[src/rtl/rf_dbg_pkg.sv]
// Shared constants and state encoding for the register-file debug reader.
package rf_dbg_pkg;

    localparam int RF_ADDR_W   = 5;
    localparam int RF_DATA_W   = 32;
    localparam int RF_NUM_REGS = 32;

    localparam logic [2:0] S_IDLE      = 3'd0;
    localparam logic [2:0] S_HALT_WAIT = 3'd1;
    localparam logic [2:0] S_READ      = 3'd2;
    localparam logic [2:0] S_SEND      = 3'd3;
    localparam logic [2:0] S_DONE      = 3'd4;

    typedef enum logic [2:0] {
        stIdle     = S_IDLE,
        stHaltWait = S_HALT_WAIT,
        stRead     = S_READ,
        stSend     = S_SEND,
        stDone     = S_DONE
    } dumpState_t;

endpackage

[src/rtl/rf_dump_if.sv]
// Valid/ready beat stream carrying (register index, register value) pairs.
interface rf_dump_if
    import rf_dbg_pkg::*;
#(
    parameter int ADDR_W = RF_ADDR_W,
    parameter int DATA_W = RF_DATA_W
) ();

    logic              out_valid;
    logic              out_ready;
    logic [ADDR_W-1:0] out_addr;
    logic [DATA_W-1:0] out_data;

    modport master (output out_valid, output out_addr, output out_data, input out_ready);
    modport slave  (input out_valid, input out_addr, input out_data, output out_ready);

endinterface

[src/rtl/rf_dump.sv]
// Register-file debug reader: halts the CPU, walks the spare async read port
// one register at a time and streams (index, value) beats to a debug sink.
module rf_dump
    import rf_dbg_pkg::*;
#(
    parameter int NUM_REGS  = RF_NUM_REGS,
    parameter int ADDR_W    = RF_ADDR_W,
    parameter int DATA_W    = RF_DATA_W,
    parameter int FIRST_REG = 1,
    parameter bit SKIP_ZERO = 1'b0
) (
    input  logic              clk,
    input  logic              rst,
    input  logic              start,
    output logic              busy,
    output logic              done,
    output logic              halt_req,
    input  logic              halt_ack,
    output logic [ADDR_W-1:0] rf_addr,
    input  logic [DATA_W-1:0] rf_data,
    rf_dump_if.master         beatOut
);

    localparam logic [ADDR_W-1:0] FIRST_IDX = ADDR_W'(FIRST_REG);
    localparam logic [ADDR_W-1:0] LAST_IDX  = ADDR_W'(NUM_REGS - 1);

    dumpState_t        state;
    logic [ADDR_W-1:0] idx;
    logic              outValid;
    logic [ADDR_W-1:0] outAddr;
    logic [DATA_W-1:0] outData;
    logic              isLast;

    assign isLast            = (idx == LAST_IDX);
    assign rf_addr           = idx;
    assign beatOut.out_valid = outValid;
    assign beatOut.out_addr  = outAddr;
    assign beatOut.out_data  = outData;

    // NOTE: state, index and every output are registers written with <= in
    // this single clocked block, so they all update on the same edge and the
    // reset branch clears them together in one cycle.
    always_ff @(posedge clk) begin
        if (rst) begin
            state    <= stIdle;
            idx      <= FIRST_IDX;
            busy     <= 1'b0;
            done     <= 1'b0;
            halt_req <= 1'b0;
            outValid <= 1'b0;
            outAddr  <= '0;
            outData  <= '0;
        end else begin
            done <= 1'b0;
            case (state)
                stIdle: begin
                    if (start) begin
                        halt_req <= 1'b1;
                        busy     <= 1'b1;
                        idx      <= FIRST_IDX;
                        state    <= stHaltWait;
                    end
                end

                stHaltWait: begin
                    if (halt_ack) state <= stRead;
                end

                stRead: begin
                    // Losing the halt means rf_data may be changing: re-read later.
                    if (!halt_ack) begin
                        state <= stHaltWait;
                    end else if (SKIP_ZERO && rf_data == '0) begin
                        if (isLast) begin
                            halt_req <= 1'b0;
                            done     <= 1'b1;
                            state    <= stDone;
                        end else begin
                            idx <= idx + 1'b1;
                        end
                    end else begin
                        outAddr  <= idx;
                        outData  <= rf_data;
                        outValid <= 1'b1;
                        state    <= stSend;
                    end
                end

                stSend: begin
                    if (beatOut.out_ready) begin
                        outValid <= 1'b0;
                        if (isLast) begin
                            halt_req <= 1'b0;
                            done     <= 1'b1;
                            state    <= stDone;
                        end else begin
                            idx   <= idx + 1'b1;
                            state <= stRead;
                        end
                    end
                end

                stDone: begin
                    busy  <= 1'b0;
                    state <= stIdle;
                end

                default: begin
                    busy     <= 1'b0;
                    halt_req <= 1'b0;
                    outValid <= 1'b0;
                    state    <= stIdle;
                end
            endcase
        end
    end

endmodule

[src/flat_wrapper.sv]
// flat-port wrapper written by rule: the top's interface ports become plain ports
module rf_dump_flat import rf_dbg_pkg::*;
#(
    parameter int NUM_REGS  = RF_NUM_REGS,
    parameter int ADDR_W    = RF_ADDR_W,
    parameter int DATA_W    = RF_DATA_W,
    parameter int FIRST_REG = 1,
    parameter bit SKIP_ZERO = 1'b0
)
  (clk, rst, start, busy, done, halt_req, halt_ack, rf_addr, rf_data, beatOut_out_valid, beatOut_out_addr, beatOut_out_data, beatOut_out_ready);
  rf_dump_if #(.ADDR_W(ADDR_W), .DATA_W(DATA_W)) beatOut_i ();
  input  logic clk;
  input  logic rst;
  input  logic start;
  output logic busy;
  output logic done;
  output logic halt_req;
  input  logic halt_ack;
  output logic [ADDR_W-1:0] rf_addr;
  input  logic [DATA_W-1:0] rf_data;
  output wire logic [$bits(beatOut_i.out_valid)-1:0] beatOut_out_valid;
  output wire logic [$bits(beatOut_i.out_addr)-1:0] beatOut_out_addr;
  output wire logic [$bits(beatOut_i.out_data)-1:0] beatOut_out_data;
  input wire logic [$bits(beatOut_i.out_ready)-1:0] beatOut_out_ready;
  assign beatOut_out_valid = beatOut_i.out_valid;
  assign beatOut_out_addr = beatOut_i.out_addr;
  assign beatOut_out_data = beatOut_i.out_data;
  assign beatOut_i.out_ready = beatOut_out_ready;
  rf_dump #(.NUM_REGS(NUM_REGS), .ADDR_W(ADDR_W), .DATA_W(DATA_W), .FIRST_REG(FIRST_REG), .SKIP_ZERO(SKIP_ZERO)) u_core (.clk(clk), .rst(rst), .start(start), .busy(busy), .done(done), .halt_req(halt_req), .halt_ack(halt_ack), .rf_addr(rf_addr), .rf_data(rf_data), .beatOut(beatOut_i));
endmodule
[config.mk]
export PLATFORM = sky130hd
export DESIGN_NAME = rf_dump_flat
export DESIGN_NICKNAME = d
export VERILOG_FILES = /design/src/rtl/rf_dbg_pkg.sv /design/src/rtl/rf_dump_if.sv /design/src/rtl/rf_dump.sv /design/src/flat_wrapper.sv
export SDC_FILE = /design/constraint.sdc
export NUM_CORES = 1
export LEC_CHECK = 0
export ABC_AREA = 1
export ABC_CLOCK_PERIOD_IN_PS = 2600
export CELL_PAD_IN_SITES_DETAIL_PLACEMENT = 1
export CELL_PAD_IN_SITES_GLOBAL_PLACEMENT = 1
export CORE_ASPECT_RATIO = 1.2
export CORE_MARGIN = 2
export CORE_UTILIZATION = 33
export DETAILED_ROUTE_END_ITERATION = 10
export PLACE_DENSITY_LB_ADDON = 0.12
export RECOVER_POWER = 25
export SYNTH_ARGS = -nofsm -noshare
export SYNTH_HDL_FRONTEND = slang
export SYNTH_SLANG_ARGS = --single-unit
export TNS_END_PERCENT = 100
[constraint.sdc]
create_clock -name clk -period 2.6 [get_ports clk]
set_input_delay 0.39 -clock clk [delete_from_list [all_inputs] [get_ports clk]]
set_output_delay 0.39 -clock clk [all_outputs]
set_load 0.03 [all_outputs]
==> impl_metrics.py <==
metrics = {
    "critical_path": {
        "cpLargestDelayFamily": "buffers and inverters",
        "path_buf_inv": 1,
        "crit_slowest_cell": "clkdlybuf4s50_1",
        "worstPathRequired_ns": 2.21,
        "crit_path_end_kind": "output pin",
        "crit_chain": "clkdlybuf4s50_1",
        "path_class": "flop to output pin",
        "slowest_delay_ns": 0.72,
        "path_max_fanout": 6,
        "arrival_ns": 1.50,
        "critPathLaunchType": "flop",
    },
    "grt": {
        "grt_use_total_pct": 17.6,
        "antenna_found_initial": 0,
        "grt_remaining_overflow": 0,
        "grt_max_degree": 40,
        "grt_pass1_vias": 2040,
        "grt_pass1_wl_um": 9950,
    },
    "route": {
        "vias": 2006,
        "drc": 0,
        "drt_iter0_markers": 69,
        "viasPerCell": 4.81,
        "antenna_left": 0,
        "firstDrtPassIters": 4,
        "wl_per_cell_um": 14.5,
        "drt-total-wl_um": 6040,
    },
    "final_layout": {
        "final_net_count": 373,
        "syn_to_final_growth_pct": 44.7,
        "drive_gt1_share_pct": 13.7,
        "n_antenna_cell": 0,
        "final_util_pct": 49.6,
    },
    "min_path": {
        "hp-class": "flop to flop",
    },
    "synthesis": {
        "synth_area_um2": 2090,
        "ys_seq_area_share_pct": 47.0,
        "yosysWarnings": 0,
        "syn-num-nets": 297,
        "avgSynthCellArea_um2": 8.09,
        "synth_cell_types": 25,
        "syn_inst": 258,
        "ys_ff_latch": 49,
    },
    "placement": {
        "dp_hpwl_um": 4350,
        "gp_congestion": 0.795,
        "portBuffers": 82,
    },
    "timing": {
        "slew_viol_final": 0,
        "rsz0062_at_grt": "no",
        "tns_ns": 0,
        "worstMarginPinSlew_ns": 0.510,
        "finalCritPeriodShare_pct": 72.6,
        "relSlewSlack_pct": 65.9,
        "fmax_ghz": 0.530,
        "hold_viol_final": 0,
        "clock_skew_ns": 0.00905,
        "layout_min_cycle_time_ns": 1.89,
        "setup_viol": 0,
    },
    "die": {
        "coreArea_um2": 6090,
        "die_height_um": 91.1,
        "boundaryPins": 83,
        "rows": 31,
        "die_x_um": 76.6,
        "initial_utilization_pct": 34.3,
        "die-area_um2": 6980,
    },
    "power": {
        "total_power_mw": 1.64,
        "p_leak_nw": 1.12,
        "worst_ir_drop_vdd_v": 0.000312,
        "p_per_area_nw_per_um2": 544,
    },
    "cts": {
        "post-cts-setup-buffer-count": 0,
        "clockBufferDepth": 2,
        "clock_tree.root_cell": "clkbuf_8",
        "cts_tree": "built",
        "clkTransAtPathRegs_ns": 0.09,
        "cts_hold_buf": 0,
        "clkLatencyLatePin_ns": 0.30,
        "cts_made_buffers": 5,
        "h-tree-depth": 2,
        "clkSinkCount": 49,
        "post_cts_resized": 0,
    },
    "run_status": {
        "status": "complete, no violations",
    },
    "run": {
        "drv_cap": 0,
    },
}
-- layout make-up --
class | instances | area (um^2)
clock inverters | 1 | 5.00
fillers | 742 | 3070
repair buffers | 86 | 841
inverters | 11 | 41.3
clock buffers | 7 | 96.3
flip-flops and latches | 49 | 981
well taps | 82 | 103
multi-input cells | 181 | 952
-- metrics by stage --
stage	hold slack, ns	instances	worst slack (ns)	area [um^2]
final	0.462	417	0.713	3020
after global routing	0.491	417	0.575	3020
after CTS	0.469	417	0.689	3020
after detailed placement	0.454	409	0.799	2920
after global placement	0.446	409	0.852	2920
after floorplan	0.529	258	0.911	2090
-- logic make-up after synthesis --
kind of cell / count (synthesis) / synth area share [%]
AO/OA/AOI/OAI: 49 / 13.7
flip-flops: 49 / 47.0
AND/OR/NAND/NOR: 129 / 30.3
buffers and inverters: 28 / 7.37
adder cells (fa/ha/maj): 2 / 1.20
XOR/XNOR: 1 / 0.420
-- report_power, final --
group	total (mW)	internal (mW)	switching (mW)
clock	0.498	0.241	0.257
combinational	0.336	0.138	0.198
sequential	0.809	0.781	0.0281
total	1.64	1.16	0.483
-- worst register-to-register path: cells and delay by family, from the launching register on --
| family | cells | cell delay, ns |
|---|---|---|
| AOI/OAI and AO/OA | 1 | 0.11 |
| buffers and inverters | 1 | 0.17 |
| DFF | 1 | 0.42 |
| and+or+nand+nor | 4 | 1.08 |
-- registers in the layout (all words and copies together), names as in the netlist --
signal and count:
u_core.beatOut.out_data 32, u_core.state 3, u_core.halt_req 1, u_core.beatOut.out_valid 1, u_core.beatOut.out_addr 5, u_core.done 1
u_core.busy 1, u_core.rf_addr 5
-- cells in the final DEF (no fill, tap or decap), drive strengths merged, types with 2 or more instances in the layout --
| master | instances |
|---|---|
| nand2 | 69 |
| clkdlybuf4s50 | 60 |
| dfxtp | 49 |
| a21oi | 45 |
| nand3 | 42 |
| dlygate4sd3 | 20 |
| nor2 | 15 |
| inv | 11 |
| clkbuf | 7 |
| buf | 6 |
| o21ai | 2 |
| nor4 | 2 |
| ha | 2 |
-- path summary, 6_finish.rpt --
kind,depth (start not counted),slack (ns),end,startpoint
worst min-delay path,2,0.46,u_core.beatOut.out_data[5],u_core.beatOut.out_data[5]
worst max-delay path,1,0.71,rf_addr[2],u_core.rf_addr[2]
worst max register to register,6,0.76,u_core.state[1],u_core.state[1]
worst min register to register,2,0.46,u_core.beatOut.out_data[5],u_core.beatOut.out_data[5]
-- cells in the mapped netlist --
cell	count	area share [%]
inv_1	7	1.3
nor2_1	12	2.2
nand2_2	5	1.5
inv_2	4	0.72
nor2_4	2	1.1
clkbuf_1	5	0.90
nand3_2	10	4.8
nand2_1	63	11
o211ai_1	1	0.36
a21oi_1	35	8.4
a31oi_1	1	0.30
nor4_1	2	0.60
buf_2	6	1.4
nor2_2	1	0.30
a21oi_2	10	4.2
ha_1	2	1.2
dfxtp_1	49	47
xor2_1	1	0.42
buf_1	1	0.18
buf_6	4	2.2
nand4_1	1	0.30
buf_8	1	0.72
nand2_4	1	0.54
o21ai_0	2	0.48
nand3_1	32	7.7
-- layer usage --
metal / share of wire (%) / global-route usage (%) / up-vias
met5: 0 / 0 / -
met4: 0.56 / 3.64 / 0
met3: 3.9 / 3.88 / 4
met2: 50 / 31.7 / 57
met1: 45 / 21.4 / 943
li1: - / - / 1002
(Power assumes the default switching activity.)
